$ cat config.mk
export PLATFORM = sky130hd
export DESIGN_NAME = gate_meas_sched
export DESIGN_NICKNAME = d
export VERILOG_FILES = /design/src/rtl/gate_meas_pkg.sv /design/src/rtl/tosc_edge_cnt.sv /design/src/rtl/gate_meas_sched.sv
export SDC_FILE = /design/constraint.sdc
export NUM_CORES = 1
export LEC_CHECK = 0
export ABC_AREA = 0
export CAP_MARGIN = 5
export CELL_PAD_IN_SITES_DETAIL_PLACEMENT = 2
export CELL_PAD_IN_SITES_GLOBAL_PLACEMENT = 2
export CORE_ASPECT_RATIO = 1.1
export CORE_MARGIN = 5
export CORE_UTILIZATION = 31
export CTS_BUF_LIST = sky130_fd_sc_hd__clkbuf_16
export CTS_CLUSTER_DIAMETER = 30
export DETAILED_ROUTE_END_ITERATION = 8
export MAX_ROUTING_LAYER = met4
export PLACE_DENSITY = 0.82
export SLEW_MARGIN = 20
export SYNTH_ARGS = -nofsm -noshare
export SYNTH_HDL_FRONTEND = slang
export SYNTH_SLANG_ARGS = --single-unit
$ cat constraint.sdc
create_clock -name clk -period 2.25 [get_ports clk]
set_input_delay 0.3375 -clock clk [delete_from_list [all_inputs] [get_ports clk]]
set_output_delay 0.3375 -clock clk [all_outputs]
set_load 0.02 [all_outputs]
$ cat src/rtl/gate_meas_pkg.sv
// Shared types and constants for the gated Tosc measurement scheduler.
package gate_meas_pkg;

  typedef enum logic [1:0] {
    IDLE = 2'd0,
    GATE = 2'd1,
    HOLD = 2'd2
  } state_e;

  localparam logic [7:0] CNT_SAT = 8'd255;

endpackage

$ cat src/rtl/tosc_edge_cnt.sv
// Tosc synchronizer, rising-edge detector and saturating 8-bit edge counter.
module tosc_edge_cnt
  import gate_meas_pkg::*;
#(
  parameter int SYNC_STAGES = 2
) (
  input  logic       clk,
  input  logic       clr,
  input  logic       Tosc,
  input  logic       cnt_clr,
  input  logic       cnt_en,
  output logic [7:0] count,
  output logic       sat
);

  logic [SYNC_STAGES-1:0] sync_q;
  logic                   prev_q;
  logic                   edge_det;

  assign edge_det = sync_q[SYNC_STAGES-1] & ~prev_q;
  assign sat      = (count == CNT_SAT);

  always_ff @(posedge clk or negedge clr) begin
    if (!clr) begin
      sync_q <= '0;
      prev_q <= 1'b0;
      count  <= '0;
    end else begin
      sync_q <= {sync_q[SYNC_STAGES-2:0], Tosc};
      prev_q <= sync_q[SYNC_STAGES-1];
      if (cnt_clr)
        count <= '0;
      else if (cnt_en && edge_det && !sat)
        count <= count + 8'd1;
    end
  end

endmodule

$ cat src/rtl/gate_meas_sched.sv
// Round-robin scheduler for two requesters sharing one gated Tosc edge counter.
module gate_meas_sched
  import gate_meas_pkg::*;
#(
  parameter int SYNC_STAGES = 2,
  parameter int GLW         = 10
) (
  input  logic           clk,
  input  logic           clr,
  input  logic           Tosc,
  input  logic [1:0]     req,
  input  logic [GLW-1:0] gate_len0,
  input  logic [GLW-1:0] gate_len1,
  output logic [1:0]     grant,
  output logic           busy,
  output logic [7:0]     Dout,
  output logic           dout_id,
  output logic           dout_valid,
  input  logic           dout_ack,
  output logic           ovf
);

  localparam logic [GLW:0] GCNT_ONE = (GLW+1)'(1);
  localparam logic [GLW:0] GCNT_MAX = {1'b1, {GLW{1'b0}}};

  state_e       state_q, state_d;
  logic         last_q;
  logic         win_q;
  logic         win;
  logic         start;
  logic [GLW:0] gcnt_q;
  logic [GLW:0] gate_n;
  logic [GLW-1:0] len_sel;
  logic [7:0]   dout_q;
  logic         id_q;
  logic [1:0]   grant_c;
  logic [7:0]   cnt;
  logic         sat;

  // On a tie the requester not served last wins.
  assign win     = (req == 2'b11) ? ~last_q : req[1];
  assign start   = (state_q == IDLE) && (|req);
  assign len_sel = win ? gate_len1 : gate_len0;
  assign gate_n  = (len_sel == '0) ? GCNT_MAX : {1'b0, len_sel};

  always_comb begin
    state_d = state_q;
    grant_c = '0;
    case (state_q)
      IDLE: if (|req) begin
        grant_c[win] = 1'b1;
        state_d      = GATE;
      end
      GATE: if (gcnt_q == GCNT_ONE) state_d = HOLD;
      HOLD: if (dout_ack) state_d = IDLE;
      default: state_d = IDLE;
    endcase
  end

  always_ff @(posedge clk or negedge clr) begin
    if (!clr) begin
      state_q <= IDLE;
      last_q  <= 1'b1;
      win_q   <= 1'b0;
      gcnt_q  <= '0;
      dout_q  <= '0;
      id_q    <= 1'b0;
    end else begin
      state_q <= state_d;
      if (start) begin
        last_q <= win;
        win_q  <= win;
        gcnt_q <= gate_n;
      end else if (state_q == GATE) begin
        gcnt_q <= gcnt_q - GCNT_ONE;
      end
      if (state_q == HOLD) begin
        dout_q <= cnt;
        id_q   <= win_q;
      end
    end
  end

  // The final gate cycle's edge lands in cnt on HOLD entry, so HOLD shows cnt
  // directly and the held copy covers every other state.
  assign grant      = clr ? grant_c : 2'b00;
  assign busy       = (state_q != IDLE);
  assign dout_valid = (state_q == HOLD);
  assign Dout       = dout_valid ? cnt : dout_q;
  assign dout_id    = dout_valid ? win_q : id_q;
  assign ovf        = sat;

  tosc_edge_cnt #(
    .SYNC_STAGES(SYNC_STAGES)
  ) u_cnt (
    .clk    (clk),
    .clr    (clr),
    .Tosc   (Tosc),
    .cnt_clr(start),
    .cnt_en (state_q == GATE),
    .count  (cnt),
    .sat    (sat)
  );

endmodule

Word level (Yosys, flattened, before mapping)
Index checks and enable logic that the tools add are counted.
Cells by class
  reductions and logical operators: 12
  bitwise operators: 3
  equality and inequality tests: 8
  $lt $le $gt $ge: 2
  add/sub/neg operators: 2
  mux-type cells: 18
Operators with widths (number)
  $mux 11: 3
  $mux 8: 3
  $mux 2: 6
  $eq 11x1->1 const B: 1
  $sub 11x1->11 const B: 1
  $logic_not 10->1: 1
  $mux 10: 1
  $add 8x1->8 const B: 1
  $eq 8x8->1 const B: 1
  $pmux 2 s3: 1
  $reduce_bool 2->1: 3
  $eq 2x2->1 const B: 2
  $logic_and 1x1->1: 4
  $ne 2x1->1 const B: 2
  $mux 1: 3
  $reduce_and 3->1: 1
  $eq 2x1->1 const B: 1
  $logic_not 2->1: 1
  $lt 1x2->1 const B: 1
  $ne 2x2->1 const B: 1
  $not 1->1: 2
  $reduce_or 2->1: 1
  $and 1x1->1: 1
  $demux 1 s1: 1
  other kinds (2): 2
Storage, ports and cells
  output and inout bits: 14
  register bits: 35
  word-level logic and storage cells: 54
  bits of input ports: 26

Logic depth before layout (Yosys ltp)
Gate-level depths: netlist (run 1).
  word-level depth: 9
  mapped depth: 6
  depth with buffers taken out: 6

Modules after synthesis
A second synthesis (run 1) with hierarchy kept.
Unflattened totals
  cell total of the unflattened synthesis: 174
  area total of the unflattened synthesis: 1860.5 µm²
Modules (own cells, without submodules)
  gate_meas_sched: instances 1, seq. area each 601.8 µm², cells each 127, area an instance 1345.0 µm²
  tosc_edge_cnt: instances 1, seq. area each 275.3 µm², cells each 47, area an instance 515.5 µm²

Worst setup path before layout (run 1)
OpenSTA, ideal clock, no wires.
  path kind: register to register
  start point: register state_q[1]
  end point: register gcnt_q[7]
  clock period less this slack: 1768 ps
  setup time: 128 ps
  buffers on the path: 0
  slack: 482 ps
  cell stages (with the launch flop): 5
  arrival time: 1640 ps
  required time: 2122 ps
  cells stage by stage: dfrtp_1 or4b_4 or4b_4 nand3_2 o211ai_2
Between the ends
  cells in the longest elaborated chain, start to end: 3
  elaborated cells between the ends (all ways): 5
  those cells by class: eq/ne (1); mux (1); reduce/logical (3)
RTL lines
  from (decl): line gate_meas_sched.sv:26  | state_e state_q, state_d;
  from (signal assigned): line gate_meas_sched.sv:69  | state_q <= state_d;
  $logic_not 2->1: line gate_meas_sched.sv:42  | assign start = (state_q == IDLE) && (|req);
  $logic_and 1x1->1: line gate_meas_sched.sv:42
  $mux 11 or $reduce_bool 2->1 (tied branches)
  to (signal assigned): line gate_meas_sched.sv:73  | gcnt_q <= gate_n;
  to (signal assigned): line gate_meas_sched.sv:75  | gcnt_q <= gcnt_q - GCNT_ONE;
  to (decl): line gate_meas_sched.sv:31  | logic [GLW:0] gcnt_q;
Parallel ways exist; a longest one is shown, timed or not.
A chain may end at the register's enable or synchronous reset.

Worst setup path after layout (run 1)
  start point: register state_q[0]
  end point: output port busy
Between the ends
  cells in the longest elaborated chain, start to end: 1
RTL lines
  $reduce_bool 2->1: line gate_meas_sched.sv:87  | assign busy = (state_q != IDLE);
  to (decl): line gate_meas_sched.sv:15  | output logic busy,
Every way passes these cells.

==> results.yml, run 1 <==
outcome:
  outcome: "complete, no violations"
route:
  routed_wl_mm: 5.62
  vias: 1635
  drt_first_pass_iters: 4
  post_drt_via_cell_ratio: 5.33
  average_wire_length_per_cell_after_detail_routing_um: 18.3
  route.antenna.remaining_nets: 0
  drtIter0Drc: 77
  drt_drc_violations_left: 0
clock_tree:
  clk_path_buf_depth: 2
  cts_tree: "built"
  total_of_hold_buffers_inserted_after_clock_tree_synthesis: 0
  clock_tree.htree_level_count: 2
  clock_sinks: 35
  cts-buffers-inserted: 5
  postCtsSetupRepairBufs: 0
  clk_root_buffer_cell: "sky130_fd_sc_hd__clkbuf_16"
  worstSkewPairLatency_ps: 280
  clkTransAtPathRegs_ps: 60
layout:
  final_net_count: 258
  antennaDiodeCount: 0
  mostFrequentLayoutCells: "sky130_fd_sc_hd__dfrtp_1 (34), sky130_fd_sc_hd__clkdlybuf4s50_1 (27), sky130_fd_sc_hd__nand2_1 (23), sky130_fd_sc_hd__nor2_1 (11), sky130_fd_sc_hd__mux2_2 (10)"
  final_common_cell: "sky130_fd_sc_hd__dfrtp_1"
  finalInstanceArea_mm2: 0.00251
  fillCellCount: 633
  post-route-util: 0.438
  synthToLayoutAreaGrowth_pct: 37.6
  drive_above_1_share: 0.152
die:
  top_level_ports: 40
  floorplan.core_area_mm2: 0.00573
  effective_utilization_at_floorplan: 0.318
  dieHeight_um: 90.4
  number_of_rows_created_at_floorplan: 29
  die-area_mm2: 0.00752
  fp.dieW_um: 83.1
timing:
  unrepaired_setup_endpoints_after_global_routing: "false"
  worst_pin_slew_ps: 542
  timing.hold.ws_ps: 350
  report.final.setup_viol: 0
  finalHoldViolations: 0
  layout_worst_path_cycle_share: 0.928
  setup-tns-final_ps: 0
  period_minus_slack_ps: 2090
  drv_slew: 0
  worst_clock_skew_ps: 4.82
  fmax_mhz: 479
  worst_slew_margin_rel: 0.636
min_path:
  hp-class: "reg2reg"
logic_synthesis:
  asyncSetResetFlopFracSynth: 1.00
  yosys_register_bits: 35
  post_synth_instance_area_mm2: 0.00182
  post_synth_inst_count: 181
  yosys-mux-area-fraction: 0.0728
  netlist-cell-type-count: 46
  synth_xor_area_frac: 0.0240
  share_of_synthesized_cell_area_in_full_adder_half_adder_and_majority_cells: 0.0206
  post_synthesis_compound_gate_area_fraction: 0.147
  synth_ff_type: "sky130_fd_sc_hd__dfrtp_1"
  register_area_share_after_synthesis: 0.481
  synth_edf_count: 0
  synth_nets: 210
  synth_top_family_by_area: "simple AND/OR/NAND/NOR gates"
  syn_avg_cell_area_um2: 10.1
  synth_simple_gate_area_share: 0.229
  synth-warning-count: 0
power_and_ir_drop:
  p_leak_nw: 1.05
  ir_drop_worst_vdd_mv: 0.364
  powerDensity_mw_per_mm2: 1010
placement:
  post-dp-hpwl_mm: 4.04
  place_congestion: 0.752
  port-buffer-count: 39
  dpl_cell_area_mm2: 0.00234
global_routing:
  total_global_route_track_usage: 0.159
  initial_antenna_violation_count: 0
  gr-total-overflow: 0
  global_route_wire_length_before_repair_mm: 9.40
  grt_pass1_vias: 1867
  grt_start_max_net_pins: 36
critical_path:
  critical_path.endpoint_type: "output pin"
  critPathMaxFanout: 6
  timing.setup.critical_path_class: "reg2out"
  crit_arrival_ps: 1750
  worst-endpoint-required_ps: 1910
  worst_setup_path_start_kind: "flop"
flow_run:
  cap_violations: 0
## cells in the mapped netlist, drive strengths merged (3+ instances only)
master  number  area, µm²
a21oi        7       35.0
a31oi        4       25.0
and3         6       37.5
buf          3       13.8
clkbuf       3       11.3
dfrtp       34        851
ha           3       37.5
inv          6       22.5
mux2        10        113
nand2       23       86.3
nand3        7       40.0
nand4        5       31.3
nor2        11       41.3
nor3         5       25.0
nor4         7       43.8
o211ai       6       50.1
o21ai        5       25.0
o31ai        3       22.5
or4b         3       37.5
xor2         3       26.3
## state kept, by name, summed over array words and instances, names as in the netlist
| name | count |
|---|---|
| u_cnt.count | 8 |
| id_q | 1 |
| gcnt_q | 11 |
| last_q | 1 |
| state_q | 2 |
| u_cnt.prev_q | 1 |
| win_q | 1 |
| dout_q | 8 |
| u_cnt.sync_q | 2 |
## power breakdown
part	internal (mW)	total, mW	switching (mW)
registers	0.816	1.04	0.224
clock network	0.408	0.673	0.266
logic	0.377	0.815	0.439
## critical path, stage by stage, from the launching register on
cell and delay (ps):
sky130_fd_sc_hd__dfrtp_1 380, sky130_fd_sc_hd__buf_4 160, sky130_fd_sc_hd__nor2_1 180, sky130_fd_sc_hd__buf_4 160, sky130_fd_sc_hd__inv_1 60, sky130_fd_sc_hd__clkdlybuf4s50_1 530
## layout make-up
| class | instances | area, µm² | area share |
|---|---|---|---|
| clock inverters | 3 | 20.0 | 0.00798 |
| multi-input cells | 134 | 902 | 0.360 |
| clock buffers | 5 | 125 | 0.0499 |
| repair buffers | 47 | 465 | 0.186 |
| flip-flops and latches | 35 | 877 | 0.350 |
| inverters | 6 | 22.5 | 0.00898 |
| well taps | 77 | 96.3 | 0.0384 |
## routing by layer
metal | routed length (µm) | vias to the layer above | GRT usage
li1 | - | 766 | -
met1 | 2570 | 835 | 0.197
met2 | 2880 | 27 | 0.269
met3 | 95 | 7 | 0.0219
met4 | 66 | 0 | 0.0490
met5 | 0 | - | -
## path summary, 6_finish.rpt
kind                            slack (ps)             from         endpoint  cells past startpoint
worst max-delay path                   160       state_q[0]             busy                      5
worst min-delay path                   350  u_cnt.sync_q[0]  u_cnt.sync_q[1]                      0
worst max register to register         260        gcnt_q[3]       state_q[0]                      4
worst min register to register         350  u_cnt.sync_q[0]  u_cnt.sync_q[1]                      0
max in group asynchronous             1330              clr           last_q                      2
min in group asynchronous              580              clr        dout_q[1]                      2
## repair_timing
action	4_1_cts	5_1_grt
setup endpoints to repair	12	8
hold endpoints to repair	0	0
resized for setup	6	8
## kinds of logic (layout without fill, tap and decap cells)
| logic type | after synthesis | after routing |
|---|---|---|
| buffers and inverters | 12 | 61 |
| muxes | 12 | 12 |
| AOI/OAI and AO/OA | 38 | 38 |
| and+or+nand+nor | 76 | 76 |
| DFF | 35 | 35 |
| xor gates and xnor gates | 5 | 5 |
| adders and majority gates | 3 | 3 |
## per-stage QoR
stage | power, mW | instances | worst slack [ps]
floorplan | 1.51 | 181 | 482
global placement | 1.79 | 299 | 78.3
CTS | 2.56 | 307 | 16.5
finish | 2.53 | 307 | 161
detailed placement | 1.85 | 299 | 34.9
global route | 2.69 | 307 | 79.8
Note: power is estimated with default switching activity, not from simulation.
==> run 2, diff against run 1 <==
Settings changed: ABC_AREA 0 to 1, CORE_MARGIN 5 to 1, CORE_UTILIZATION 31 to 29, PLACE_DENSITY 0.82 to 0.81.
==> run 2 against run 1 <==
Compared with the run above: maximum frequency down 0.80%; cell area rose by 7.8%; largest power group is now combinational logic; global-route usage grew 2.6 points; critical path type unchanged; highest routed layer unchanged; synthesized area grew 13%; clock power down 3%; sequential share of layout area fell by 2.5 points; flip-flop and latch count did not move; sequential power shrank 9%.
==> results.yml, run 2 <==
timing:
  finalHoldViolations: 0
  setup-tns-final_ps: 0
  fmax_mhz: 475
  report.final.setup_viol: 0
  period_minus_slack_ps: 2110
  worst_slew_margin_rel: 0.687
  drv_slew: 0
  worst_pin_slew_ps: 469
  worst_clock_skew_ps: 6.20
  layout_worst_path_cycle_share: 0.936
critical_path:
  worst_setup_path_start_kind: "flop"
  reg2reg_slack_ps: 540
  critical_path.endpoint_type: "output pin"
  worst_r2r_endpoint: "u_cnt.count[4]"
  worst-endpoint-required_ps: 1910
  reg2reg_depth: 7
  critPathMaxFanout: 6
  timing.setup.critical_path_class: "reg2out"
  crit_arrival_ps: 1770
  reg2reg_from: "u_cnt.count[1]"
global_routing:
  grt_pass1_vias: 2128
  total_global_route_track_usage: 0.185
  initial_antenna_violation_count: 0
  global_route_wire_length_before_repair_mm: 10.2
  grt_start_max_net_pins: 36
  gr-total-overflow: 0
logic_synthesis:
  synth_top_area_frac: 0.412
  synth_top_cell_by_area: "sky130_fd_sc_hd__dfrtp_1"
  synth_most_common_cell: "sky130_fd_sc_hd__nand2_1"
  synth_nets: 298
  netlist-cell-type-count: 38
  synth_edf_count: 0
  synth-warning-count: 0
  leading_post_synthesis_cells_by_cell_area: "sky130_fd_sc_hd__dfrtp_1 (41%), sky130_fd_sc_hd__nand2_1 (15%), sky130_fd_sc_hd__inv_1 (6.4%)"
  yosys_register_bits: 35
  synth_commonest_cells: "sky130_fd_sc_hd__nand2_1 (81), sky130_fd_sc_hd__inv_1 (35), sky130_fd_sc_hd__dfrtp_1 (34)"
  synth_ff_type: "sky130_fd_sc_hd__dfrtp_1"
  post_synth_instance_area_mm2: 0.00207
  syn_avg_cell_area_um2: 7.68
  asyncSetResetFlopFracSynth: 1.00
  post_synth_inst_count: 269
  register_area_share_after_synthesis: 0.424
die:
  dieHeight_um: 90.5
  fp.dieW_um: 82.5
  number_of_rows_created_at_floorplan: 31
  floorplan.core_area_mm2: 0.00675
  top_level_ports: 40
  die-area_mm2: 0.00747
  effective_utilization_at_floorplan: 0.306
power_and_ir_drop:
  cellInternalPower_mw: 1.57
  p_leak_nw: 1.38
  power_switching_mw: 1.03
  swShare: 0.395
  power.clock.fraction: 0.252
  power_frac_comb: 0.383
  ir_drop_worst_vdd_mv: 0.340
  share_seq_of_total_power: 0.365
  powerDensity_mw_per_mm2: 963
clock_tree:
  worstSkewPairLatency_ps: 280
  cts_tree: "built"
  clk_path_buf_depth: 2
  clkTransAtPathRegs_ps: 50
  clock_tree.htree_level_count: 2
  total_of_hold_buffers_inserted_after_clock_tree_synthesis: 0
  clock_sinks: 35
  cts-buffers-inserted: 5
  clk_root_buffer_cell: "sky130_fd_sc_hd__clkbuf_16"
min_path:
  hp-class: "reg2reg"
  hold-path-cell-count: 0
  hold-path-endpoint: "u_cnt.sync_q[1]"
  hold_start: "u_cnt.sync_q[0]"
layout:
  fillCellCount: 833
  multiInputGateArea_um2: 988
  finalInstanceArea_mm2: 0.00270
  antennaDiodeCount: 0
  mostFrequentLayoutCells: "sky130_fd_sc_hd__nand2_1 (81), sky130_fd_sc_hd__inv_1 (36), sky130_fd_sc_hd__dfrtp_1 (34), sky130_fd_sc_hd__clkdlybuf4s50_1 (28), sky130_fd_sc_hd__nor2_1 (21)"
  synthToLayoutAreaGrowth_pct: 30.8
  regArea_um2: 877
  drive_above_1_share: 0.134
  final_net_count: 348
  biggestRegsByFlops: "gcnt_q: 11 flops, dout_q: 8 flops, u_cnt.count: 8 flops"
  final_common_cell: "sky130_fd_sc_hd__nand2_1"
  registers.top_by_ff_count: "gcnt_q"
  number_of_flip_flops_in_the_largest_register: 11
route:
  vias: 1922
  drt_first_pass_iters: 4
  routed_wl_mm: 6.11
  route.antenna.remaining_nets: 0
  drtIter0Drc: 43
  average_wire_length_per_cell_after_detail_routing_um: 15.2
  drt_drc_violations_left: 0
  post_drt_via_cell_ratio: 4.78
placement:
  place_congestion: 0.767
  dpl_cell_area_mm2: 0.00256
  port-buffer-count: 39
  post-dp-hpwl_mm: 4.55
outcome:
  outcome: "complete, no violations"
flow_run:
  cap_violations: 0
==> run 2: area by class of cell <==
type / instances / area share
tap: 82 / 0.0379
clock buffer: 5 / 0.0463
inverter: 39 / 0.0560
sequential: 35 / 0.324
timing repair buffer: 49 / 0.166
multi-input combinational: 189 / 0.366
clock inverter: 3 / 0.00416
==> run 2: metrics by stage <==
| step | instances | hold WS (ps) | setup slack (ps) | utilization | power [mW] |
|---|---|---|---|---|---|
| floorplan | 269 | 41.9 | 225 | - | 1.64 |
| global placement | 391 | 338 | 66.5 | 0.380 | 1.89 |
| detailed placement | 391 | 343 | 19.9 | 0.380 | 1.96 |
| CTS | 402 | 358 | 18.9 | 0.402 | 2.64 |
| global route | 402 | 371 | -0.000222 | 0.401 | 2.80 |
| finish | 402 | 361 | 144 | 0.401 | 2.60 |
==> run 2: logic make-up (layout without fill, tap and decap cells) <==
kind of cell	count (synthesis)	after routing	synth area share
DFF	35	35	0.424
buffers and inverters	45	96	0.0975
and+or+nand+nor	147	147	0.332
adders and majority gates	3	3	0.0182
xor gates and xnor gates	1	1	0.00424
AOI/OAI and AO/OA	38	38	0.123
==> run 2: critical path: stages, from the launching register on <==
cell                              delay [ps]
sky130_fd_sc_hd__dfrtp_1                 390
sky130_fd_sc_hd__inv_1                   120
sky130_fd_sc_hd__nor2_1                   90
sky130_fd_sc_hd__inv_2                   110
sky130_fd_sc_hd__nand2_1                  70
sky130_fd_sc_hd__nand2_1                  80
sky130_fd_sc_hd__clkdlybuf4s50_1         620
==> run 2: worst max-delay path by stage <==
stage,start,to,cells after the start
2_1_floorplan,state_q[0],Dout[0],4
3_3_place_gp,req[1],grant[1],6
3_5_place_dp,req[1],grant[1],6
4_1_cts,req[1],grant[1],6
5_1_grt,state_q[1],Dout[1],6
6_report,state_q[1],Dout[4],6
==> run 2: power by group through the flow <==
stage	registers (mW)	logic [mW]	clock network, mW
after floorplan	0.914	0.731	0
after global placement	0.942	0.950	0
after detailed placement	0.953	1.01	0
after CTS	0.949	1.02	0.668
after global routing	0.970	1.14	0.699
final	0.951	0.997	0.655
==> run 2: per-layer routing <==
layer | share of wire | track usage | wire length (µm) | up-vias
li1 | - | - | - | 958
met1 | 0.41 | 0.203 | 2480 | 912
met2 | 0.55 | 0.340 | 3370 | 43
met3 | 0.029 | 0.0293 | 179 | 9
met4 | 0.013 | 0.0474 | 78 | 0
met5 | 0 | - | 0 | -
==> run 2: what timing repair did <==
item,CTS,global route
setup endpoints to repair,10,8
setup buffers,3,0
gates resized for setup,9,17
pin swaps,1,0
==> run 3, diff against run 2 <==
Settings changed: SETUP_SLACK_MARGIN from default to 0.15.
==> run 3 against run 2 <==
Compared with the run above: combinational power about the same; cell count up 0.25%; sequential power about the same; maximum frequency up 6.7%; non-clock buffer count up 1; routed wire length down 0.33%; sequential share of layout area down 0.060 points; largest cell class unchanged; largest power group unchanged.
==> results.yml, run 3 (same netlist as run 2, synthesis figures left out) <==
outcome:
  outcome: "complete, no violations"
placement:
  dp_worst_setup_slack_ps: 19.9
  post-dp-hpwl_mm: 4.55
  port-buffer-count: 39
  place_congestion: 0.767
  placed_instances: 391
min_path:
  hp-class: "reg2reg"
  hold_start: "u_cnt.sync_q[0]"
clock_tree:
  clk_root_buffer_cell: "sky130_fd_sc_hd__clkbuf_16"
  worstSkewPairLatency_ps: 280
  clock_tree.htree_level_count: 2
  cts_tree: "built"
  total_of_hold_buffers_inserted_after_clock_tree_synthesis: 0
  clk_path_buf_depth: 2
  cts-buffers-inserted: 5
  clkTransAtPathRegs_ps: 50
  clock_sinks: 35
global_routing:
  gr-total-overflow: 0
  grt_pass1_vias: 2128
  initial_antenna_violation_count: 0
  total_global_route_track_usage: 0.185
  grt_start_max_net_pins: 36
  global_route_wire_length_before_repair_mm: 10.2
timing:
  setup_ws_ps: 276
  setup-tns-final_ps: 0
  worst_pin_slew_ps: 473
  finalHoldViolations: 0
  fmax_mhz: 507
  timing.hold.ws_ps: 361
  period_minus_slack_ps: 1970
  layout_worst_path_cycle_share: 0.877
  drv_slew: 0
  worst_clock_skew_ps: 6.03
  unrepaired_setup_endpoints_after_global_routing: "false"
  report.final.setup_viol: 0
  worst_slew_margin_rel: 0.685
layout:
  biggestRegsByFlops: "gcnt_q: 11 flops, dout_q: 8 flops, u_cnt.count: 8 flops"
  final_net_count: 349
  fin_cells: 403
  antennaDiodeCount: 0
  drive_above_1_share: 0.156
  synthToLayoutAreaGrowth_pct: 31.1
  mostFrequentLayoutCells: "sky130_fd_sc_hd__nand2_1 (81), sky130_fd_sc_hd__inv_1 (36), sky130_fd_sc_hd__dfrtp_1 (34), sky130_fd_sc_hd__clkdlybuf4s50_1 (27), sky130_fd_sc_hd__nor2_1 (20)"
  final_common_cell: "sky130_fd_sc_hd__nand2_1"
  post-route-util: 0.401
  number_of_flip_flops_in_the_largest_register: 11
  registers.top_by_ff_count: "gcnt_q"
critical_path:
  critical_path_origin: "state_q[0]"
  worst_setup_path_start_kind: "flop"
  crit_arrival_ps: 1640
  critical_path.endpoint_type: "output pin"
  delay_contributed_by_the_slowest_stage_of_the_critical_path_ps: 440
  cp_cell_sequence: "nor2_2 -> inv_2 -> buf_4 -> o21ai_1 -> clkdlybuf4s15_2"
  crit_path_top_delay_cell: "sky130_fd_sc_hd__dfrtp_1"
  timing.setup.critical_path_class: "reg2out"
  worst-endpoint-required_ps: 1910
  critPathMaxFanout: 8
  reg2reg_from: "u_cnt.count[1]"
route:
  routed_wl_mm: 6.09
  dr_wl_met2_mm: 3.36
  post_drt_via_cell_ratio: 4.78
  met3WireLength_um: 163
  met1_wl_mm: 2.49
  vias: 1928
  drt_drc_violations_left: 0
  maxUsedRoutingLayer: "met4"
  drtIter0Drc: 50
  average_wire_length_per_cell_after_detail_routing_um: 15.1
  route.antenna.remaining_nets: 0
  drt_first_pass_iters: 4
die:
  number_of_rows_created_at_floorplan: 31
  dieHeight_um: 90.5
  die-area_mm2: 0.00747
  effective_utilization_at_floorplan: 0.306
  fp.dieW_um: 82.5
  top_level_ports: 40
  floorplan.core_area_mm2: 0.00675
flow_run:
  cap_violations: 0
power_and_ir_drop:
  p_leak_nw: 1.35
  ir_drop_worst_vdd_mv: 0.333
  powerDensity_mw_per_mm2: 960
run 3: worst max-delay path: cells and delay by family (launching register included):
| family | cells | cell delay, ps |
|---|---|---|
| buf+inv | 3 | 550 |
| flops | 1 | 440 |
| compound gates | 1 | 170 |
| simple gates | 1 | 200 |
run 3: final cells by class:
class                           count  area [µm²]
Clock buffer                        5         125
Clock inverter                      3        11.3
Tap cell                           82         103
Sequential cell                    35         877
Timing Repair Buffer               50         450
Inverter                           39         151
Fill cell                         829        4040
Multi-Input combinational cell    189         991
run 3: per-stage QoR:
stage          area, µm²  power (mW)
2_1_floorplan       2070        1.64
3_3_place_gp        2560        1.89
3_5_place_dp        2560        1.96
4_1_cts             2720        2.64
5_1_grt             2710        2.81
6_report            2710        2.60
run 3: final timing paths:
| kind | end | slack [ps] | depth (start not counted) |
|---|---|---|---|
| max | Dout[6] | 280 | 5 |
| min | u_cnt.sync_q[1] | 360 | 0 |
| max reg2reg | u_cnt.count[4] | 480 | 8 |
| min reg2reg | u_cnt.sync_q[1] | 360 | 0 |
| max in group asynchronous | last_q | 1290 | 2 |
| min in group asynchronous | dout_q[5] | 600 | 2 |
run 3: power breakdown:
group | internal (mW) | total (mW) | switching [mW]
clock | 0.398 | 0.652 | 0.253
sequential | 0.801 | 0.952 | 0.152
combinational | 0.374 | 0.995 | 0.621
total | 1.57 | 2.60 | 1.03
run 3: timing repair:
item	in CTS	in global routing
endpoints found under the setup margin	12	9
buffers inserted	3	1
pin swaps	1	1
resized for setup	23	16
run 3: metal layers:
metal / global-route usage / vias up
met2: 0.340 / 40
li1: - / 962
met3: 0.0293 / 9
met5: - / -
met1: 0.203 / 917
met4: 0.0474 / 0
